## src/rtl/rr_encoder_arbiter.sv

```systemverilog
// Four-requester round-robin arbiter with registered one-hot grant and 2-bit encoded index.
// Optional forced release after HOLD_MAX cycles when ARB_TIMEOUT_EN is defined.
module rr_encoder_arbiter #(
    parameter int HOLD_MAX = 8
) (
    input  logic       clk,
    input  logic       rst_n,
    input  logic [3:0] req,
    input  logic       done,
    output logic [3:0] gnt,
    output logic [1:0] gnt_idx,
    output logic       gnt_valid,
    output logic       timeout
);

    typedef enum logic {
        IDLE  = 1'b0,
        GRANT = 1'b1
    } state_t;

    state_t     state;
    state_t     state_nxt;
    logic [1:0] last;
    logic [1:0] last_nxt;
    logic [1:0] pick;
    logic [1:0] cand;
    logic       found;
    logic       rel;
    logic       force_rel;
    logic [3:0] gnt_nxt;
    logic [1:0] idx_nxt;
    logic       vld_nxt;

    generate
        if (HOLD_MAX < 2 || HOLD_MAX > 256) begin : g_bad_hold_max
            $error("HOLD_MAX must be in 2..256");
        end
    endgenerate

    // Circular search starting just after the last winner; offset 4 wraps back to last itself.
    always_comb begin
        found = 1'b0;
        pick  = last;
        cand  = last;
        for (int k = 1; k <= 4; k++) begin
            cand = last + 2'(k);
            if (!found && req[cand]) begin
                found = 1'b1;
                pick  = cand;
            end
        end
    end

    assign rel = done | ~req[gnt_idx];

`ifdef ARB_TIMEOUT_EN
    localparam int CW = (HOLD_MAX > 2) ? $clog2(HOLD_MAX) : 1;
    localparam logic [CW-1:0] HOLD_LAST = CW'(HOLD_MAX - 1);

    logic [CW-1:0] hold_cnt;
    logic          timeout_nxt;

    always_ff @(posedge clk or negedge rst_n) begin
        if (!rst_n) begin
            hold_cnt <= '0;
        end else if (state == GRANT) begin
            if (hold_cnt != HOLD_LAST) begin
                hold_cnt <= hold_cnt + CW'(1);
            end
        end else begin
            hold_cnt <= '0;
        end
    end

    assign force_rel = (hold_cnt == HOLD_LAST);
    // A normal release on the same cycle wins, so no pulse is raised then.
    assign timeout_nxt = (state == GRANT) & force_rel & ~rel;

    always_ff @(posedge clk or negedge rst_n) begin
        if (!rst_n) begin
            timeout <= 1'b0;
        end else begin
            timeout <= timeout_nxt;
        end
    end
`else
    assign force_rel = 1'b0;
    assign timeout   = 1'b0;
`endif

    always_comb begin
        state_nxt = state;
        gnt_nxt   = gnt;
        idx_nxt   = gnt_idx;
        vld_nxt   = gnt_valid;
        last_nxt  = last;
        case (state)
            IDLE: begin
                if (found) begin
                    gnt_nxt   = 4'b0001 << pick;
                    idx_nxt   = pick;
                    vld_nxt   = 1'b1;
                    last_nxt  = pick;
                    state_nxt = GRANT;
                end
            end
            GRANT: begin
                // gnt_idx is left as-is so the steered datapath keeps a stable select.
                if (rel || force_rel) begin
                    gnt_nxt   = 4'b0000;
                    vld_nxt   = 1'b0;
                    state_nxt = IDLE;
                end
            end
            default: state_nxt = IDLE;
        endcase
    end

    always_ff @(posedge clk or negedge rst_n) begin
        if (!rst_n) begin
            state     <= IDLE;
            last      <= 2'd3;
            gnt       <= 4'b0000;
            gnt_idx   <= 2'b00;
            gnt_valid <= 1'b0;
        end else begin
            state     <= state_nxt;
            last      <= last_nxt;
            gnt       <= gnt_nxt;
            gnt_idx   <= idx_nxt;
            gnt_valid <= vld_nxt;
        end
    end

endmodule

```

## config.mk

```make
export PLATFORM = sky130hd
export DESIGN_NAME = rr_encoder_arbiter
export DESIGN_NICKNAME = d
export VERILOG_FILES = /design/src/rtl/rr_encoder_arbiter.sv
export SDC_FILE = /design/constraint.sdc
export NUM_CORES = 1
export LEC_CHECK = 0
export ABC_AREA = 1
export CELL_PAD_IN_SITES_DETAIL_PLACEMENT = 1
export CELL_PAD_IN_SITES_GLOBAL_PLACEMENT = 2
export CORE_ASPECT_RATIO = 1.5
export CORE_UTILIZATION = 29
export CTS_BUF_LIST = sky130_fd_sc_hd__clkbuf_8
export DETAILED_ROUTE_END_ITERATION = 10
export PLACE_DENSITY_LB_ADDON = 0.1
export SLEW_MARGIN = 40
export SYNTH_ARGS = -nofsm -noshare
export SYNTH_HDL_FRONTEND = slang
export SYNTH_SLANG_ARGS = --single-unit
```

## constraint.sdc

```tcl
create_clock -name clk -period 2.16 [get_ports clk]
set_input_delay 0.432 -clock clk [delete_from_list [all_inputs] [get_ports clk]]
set_output_delay 0.432 -clock clk [all_outputs]
set_load 0.01 [all_outputs]
```

Word-level counts from Yosys, hierarchy flattened
Index checks and enable logic that the tools add are counted.
W data, S select, Z words.

word-level totals
  flip-flop bits (word level) = 10
  bits of input ports = 7
  output and inout bits = 8

operators by class
  $add $sub $neg = 3
  order comparisons = 5
  eq/ne operators = 2
  shift-type cells = 1
  mux-type cells = 27
  bitwise gates (word level) = 3
  reductions and logical operators = 8

operators with widths
  cell                   count
  $lt A2 B3 Y1 const B   5
  $mux W1                13
  $bmux W1 S2            5
  $mux W2                4
  $mux W4                2
  $pmux W4 S2            1
  $add A2 B2 Y2 const B  2
  $pmux W1 S2            2
  $reduce_and A2 Y1      2
  $shl A1 B2 Y4 const A  1
  $logic_and A1 B1 Y1    3
  $logic_not A1 Y1       3
  $add A2 B1 Y2 const B  1
  $ne A2 B1 Y1 const B   1
  $ne A2 B2 Y1 const B   1
  $not A1 Y1             2
  $or A1 B1 Y1           1

Longest topological paths before layout
  depth after elaboration = 16
  mapped depth = 13

Worst setup path before layout
No wires, ideal clock.

  path type = register to register
  from = register last[0]
  to = register gnt[2]
  library setup time = 117 ps
  data arrival time = 1,442 ps
  data required time = 2,043 ps
  path slack = 601 ps
  stages on the path, launching flop included = 14
  period minus slack after synthesis = 1,559 ps
  cell sequence = dfstp_2 -> buf_6 -> inv_8 -> nand2_2 -> nand2_2 -> nand2_4 -> nand2_4 -> nor2_4 -> nand3_2 -> nand2_2 -> buf_6 -> nor2_4 -> nand2_1 -> nand2_1

on the way
  cells in the longest elaborated chain, start to end = 16

ends and longest elaborated chain
  item                           line  source
  start: declaration             23    logic [1:0] last;
  start signal: assignment       128   last <= last_nxt;
  $add A2 B1 Y2                  46    cand = last + 2'(k);
  $bmux W1 S2                    47    if (!found && req[cand]) begin
  $mux W1 (not written as such)  47
  $mux W1                        47
  $logic_not A1 Y1               47
  $logic_and A1 B1 Y1            47
  $mux W1                        47
  $logic_not A1 Y1               47
  $logic_and A1 B1 Y1            47
  $mux W1                        47
  $logic_not A1 Y1               47
  $logic_and A1 B1 Y1            47
  $mux W2                        47
  $shl A1 B2 Y4                  100   gnt_nxt = 4'b0001 << pick;
  $mux W4                        99    if (found) begin
  $pmux W4 S2                    97    case (state)
  end signal: assignment         129   gnt <= gnt_nxt;
  end: declaration               10    output logic [3:0] gnt,

Parallel ways exist; a longest one is shown, timed or not. The select of a mux whose other input is x is not followed.
A chain may end at the register's enable or synchronous reset.

Worst setup path after layout
  from = register last[0]
  to = register gnt_idx[0]

on the way
  cells in the longest elaborated chain, start to end = 14

ends and longest elaborated chain
  item                           line  source
  $add A2 B1 Y2                  46
  $bmux W1 S2                    47
  $mux W1 (not written as such)  47
  $mux W1                        47
  $logic_not A1 Y1               47
  $logic_and A1 B1 Y1            47
  $mux W1                        47
  $logic_not A1 Y1               47
  $logic_and A1 B1 Y1            47
  $mux W1                        47
  $logic_not A1 Y1               47
  $logic_and A1 B1 Y1            47
  $mux W1                        47
  $reduce_and A2 Y1 (no line)    --
  end signal: assignment         130   gnt_idx <= idx_nxt;
  end: declaration               11    output logic [1:0] gnt_idx,

Parallel ways exist; a longest one is shown, timed or not. The select of a mux whose other input is x is not followed.

==> flow_metrics.env <==
export IMPL_die_x_um=45.4
export IMPL_rsz0062_at_grt="false"
export IMPL_reg2reg_from="last[0]"
export IMPL_holdBufCountCts=0
export IMPL_hp_start="gnt_valid"
export IMPL_setup_viol=0
export IMPL_grt_max_degree=11
export IMPL_yosysMostFrequentCell="nand2_1"
export IMPL_crit_cells=11
export IMPL_synth_edf_count=0
export IMPL_synth_distinct_cells=18
export IMPL_cts_sinks=10
export IMPL_async_flop_share_pct=100
export IMPL_drive_gt1_share_pct=21.6
export IMPL_grt_pass1_vias=797
export IMPL_first_pass_iters=4
export IMPL_die_h_um=67.2
export IMPL_ys_top_cells_by_count="nand2_1, nand3_1, nand2_2"
export IMPL_ios=15
export IMPL_crit_slowest_cell="dfstp_2"
export IMPL_critPathArrivalTime_ns=2.02
export IMPL_p_per_area_mw_per_mm2=1840
export IMPL_vdd_drop_max_mv=0.735
export IMPL_core_area_mm2=0.00268
export IMPL_worst_path_buf_inv=2
export IMPL_start_kind="register"
export IMPL_utilization_pct=37.7
export IMPL_critPathMaxStageDelay_ns=0.69
export IMPL_synthFlopType="dfrtp_1"
export IMPL_dpl_cell_count=167
export IMPL_ff2ff_setup_slack_ns=0.25
export IMPL_critPathRequiredTime_ns=2.27
export IMPL_worst_path_dominant_cell_family="simple AND/OR/NAND/NOR gates"
export IMPL_p_clk_share_pct=10.6
export IMPL_avgSynthCellArea_um2=6.84
export IMPL_fmax_mhz=523
export IMPL_antenna_cells=0
export IMPL_placementRows=23
export IMPL_cts_root_buf="clkbuf_8"
export IMPL_dp_hpwl_um=1790
export IMPL_p_leak_nw=0.524
export IMPL_min_delay_path_class="register to register"
export IMPL_status="complete, no violations"
export IMPL_cp_end_kind="register"
export IMPL_p_int_w=0.000875
export IMPL_holdWs_ns=0.490
export IMPL_skew_ns=0.00714
export IMPL_r2r_end="gnt_idx[0]"
export IMPL_cts_tree="built"
export IMPL_fill_cells=355
export IMPL_antenna_found_initial=0
export IMPL_path_class="register to register"
export IMPL_cts_made_buffers=3
export IMPL_drv_slew=0
export IMPL_cpMostUsedCell="nand2_1"
export IMPL_hold_viol=0
export IMPL_ys_seq_area_share_pct=30.8
export IMPL_fin_nets=142
export IMPL_switching_power_w=0.000978
export IMPL_clk_path_buf_depth=2
export IMPL_min_to="gnt_valid"
export IMPL_route_vias_total=770
export IMPL_portBuffers=13
export IMPL_synth_seq_cells=10
export IMPL_period_minus_slack_ns=1.91
export IMPL_clk_pin_slew_ns=0.04
export IMPL_yosysWarningCount=0
export IMPL_cap_violations=0
export IMPL_syn_inst=120
export IMPL_yosys_top_cells_area="dfrtp_1, nand2_1, nand2_2"
export IMPL_critical_path_max_fanout=10
export IMPL_hold_depth=2
export IMPL_synth_top_area_share_pct=24.4
export IMPL_drt_initial_drc_count=4
export IMPL_wirelength_um=2140
export IMPL_grt_total_usage_pct=16.6
export IMPL_synth_cell_area_um2=821
export IMPL_syn_nets=127
export IMPL_drc=0
export IMPL_avgViaCountPerCell=4.50
export IMPL_area_growth_syn_to_layout_pct=22.9
export IMPL_cts_max_level=1
export IMPL_combPwrFrac_pct=67.6
export IMPL_dieArea_mm2=0.00305
export IMPL_yosys_area_top_type="dfrtp_1"
export IMPL_worstPathCellList="inv_8 -> nand2_1 -> nand2_1 -> nand2_1 -> nand2_1 -> nor2_4 -> nand3_2 -> nand2_2 -> inv_1 -> nand2_1 -> o21ai_0"
export IMPL_floorplan_initialDensity_pct=30.7
export IMPL_clock_latency_ns=0.24
export IMPL_multiInputGateArea_um2=475
export IMPL_final_cell_count_no_fill=171
export IMPL_ant_nets=0
export IMPL_place_congestion=0.780
export IMPL_regArea_um2=253
export IMPL_seq_power_share_pct=21.8
export IMPL_grt_first_pass_wirelength_um=3580
export IMPL_detail_route_wl_per_cell_um=12.5
export IMPL_min_period_over_period_pct=88.6
export IMPL_rr_worst_depth=11
export IMPL_overflow=0
export IMPL_power_w=0.00185
export IMPL_swShare_pct=52.8
==> layer usage <==
layer,GRT usage [%],up-vias,routed length [µm]
met2,30.5,10,1150
met3,0.802,5,39
li1,-,396,-
met1,17.8,359,891
met5,0,-,0
met4,10.2,0,55
==> stage by stage <==
stage          setup TNS, ns  worst slack, ns  cell area (µm²)
6_report                   0            0.246             1010
5_1_grt                    0           0.0293             1010
4_1_cts                    0            0.147             1010
3_5_place_dp         -0.0253          -0.0253              963
2_1_floorplan              0            0.601              821
3_3_place_gp               0           0.0256              963
==> area by class of cell <==
cell class / count / area share (%)
clock inverters: 1 / 0.372
clock buffers: 3 / 4.09
flip-flops and latches: 10 / 25.1
multi-input cells: 95 / 47.1
well taps: 37 / 4.59
repair buffers: 14 / 13.6
inverters: 11 / 5.09
==> kinds of logic (layout without fill, tap and decap cells) <==
group / Yosys count / count (layout) / synth area share (%)
compound gates: 9 / 9 / 5.79
other cells: 1 / 1 / 0.457
flops: 10 / 10 / 30.8
buf+inv: 15 / 29 / 11.3
simple gates: 85 / 85 / 51.7
==> power groups by stage <==
stage | logic, W | clock network [W] | registers, W
after floorplan | 0.00102 | 0 | 0.000359
after global placement | 0.00126 | 0 | 0.000406
after detailed placement | 0.00127 | 0 | 0.000409
after CTS | 0.00128 | 0.000207 | 0.000407
after global routing | 0.00142 | 0.000213 | 0.000418
final | 0.00125 | 0.000197 | 0.000404
==> sequential cells by signal, indices dropped and copies added (netlist names) <==
signal and flops:
gnt_idx 2, last 2, state 1, gnt_valid 1, gnt 4
==> placed cells by master (no fill, tap or decap) <==
cell type        count
nand2_1             50
clkdlybuf4s50_1     13
nor2_4               3
o21ai_1              1
o21bai_1             1
conb_1               1
inv_1                8
inv_8                1
buf_4                1
nand2_2             10
nand2_4              4
o21ai_0              7
inv_2                2
dfrtp_1              8
nand3_2              2
dfstp_2              2
nand3_1             12
nor2_1               4
clkbuf_8             3
inv_4                1
==> worst max path at each step <==
stage	startpoint	to	slack [ns]
4_1_cts	last[0]	gnt_idx[0]	0.15
3_5_place_dp	req[1]	gnt_idx[0]	-0.03
6_report	last[0]	gnt_idx[0]	0.25
3_3_place_gp	req[1]	gnt_idx[0]	0.03
2_1_floorplan	last[0]	gnt[2]	0.60
5_1_grt	last[0]	gnt_idx[0]	0.03
==> tightest hold or removal path, cell delays in order (launching register included) <==
cell and delay [ns]:
dfrtp_1 0.35, nand2_1 0.06, nand2_1 0.05
==> timing repair <==
item                                    in CTS  in global routing
endpoints found under the setup margin       0                  1
resized for setup                            0                  1
setup buffers                                0                  0
Note: power is estimated with default switching activity, not from simulation.
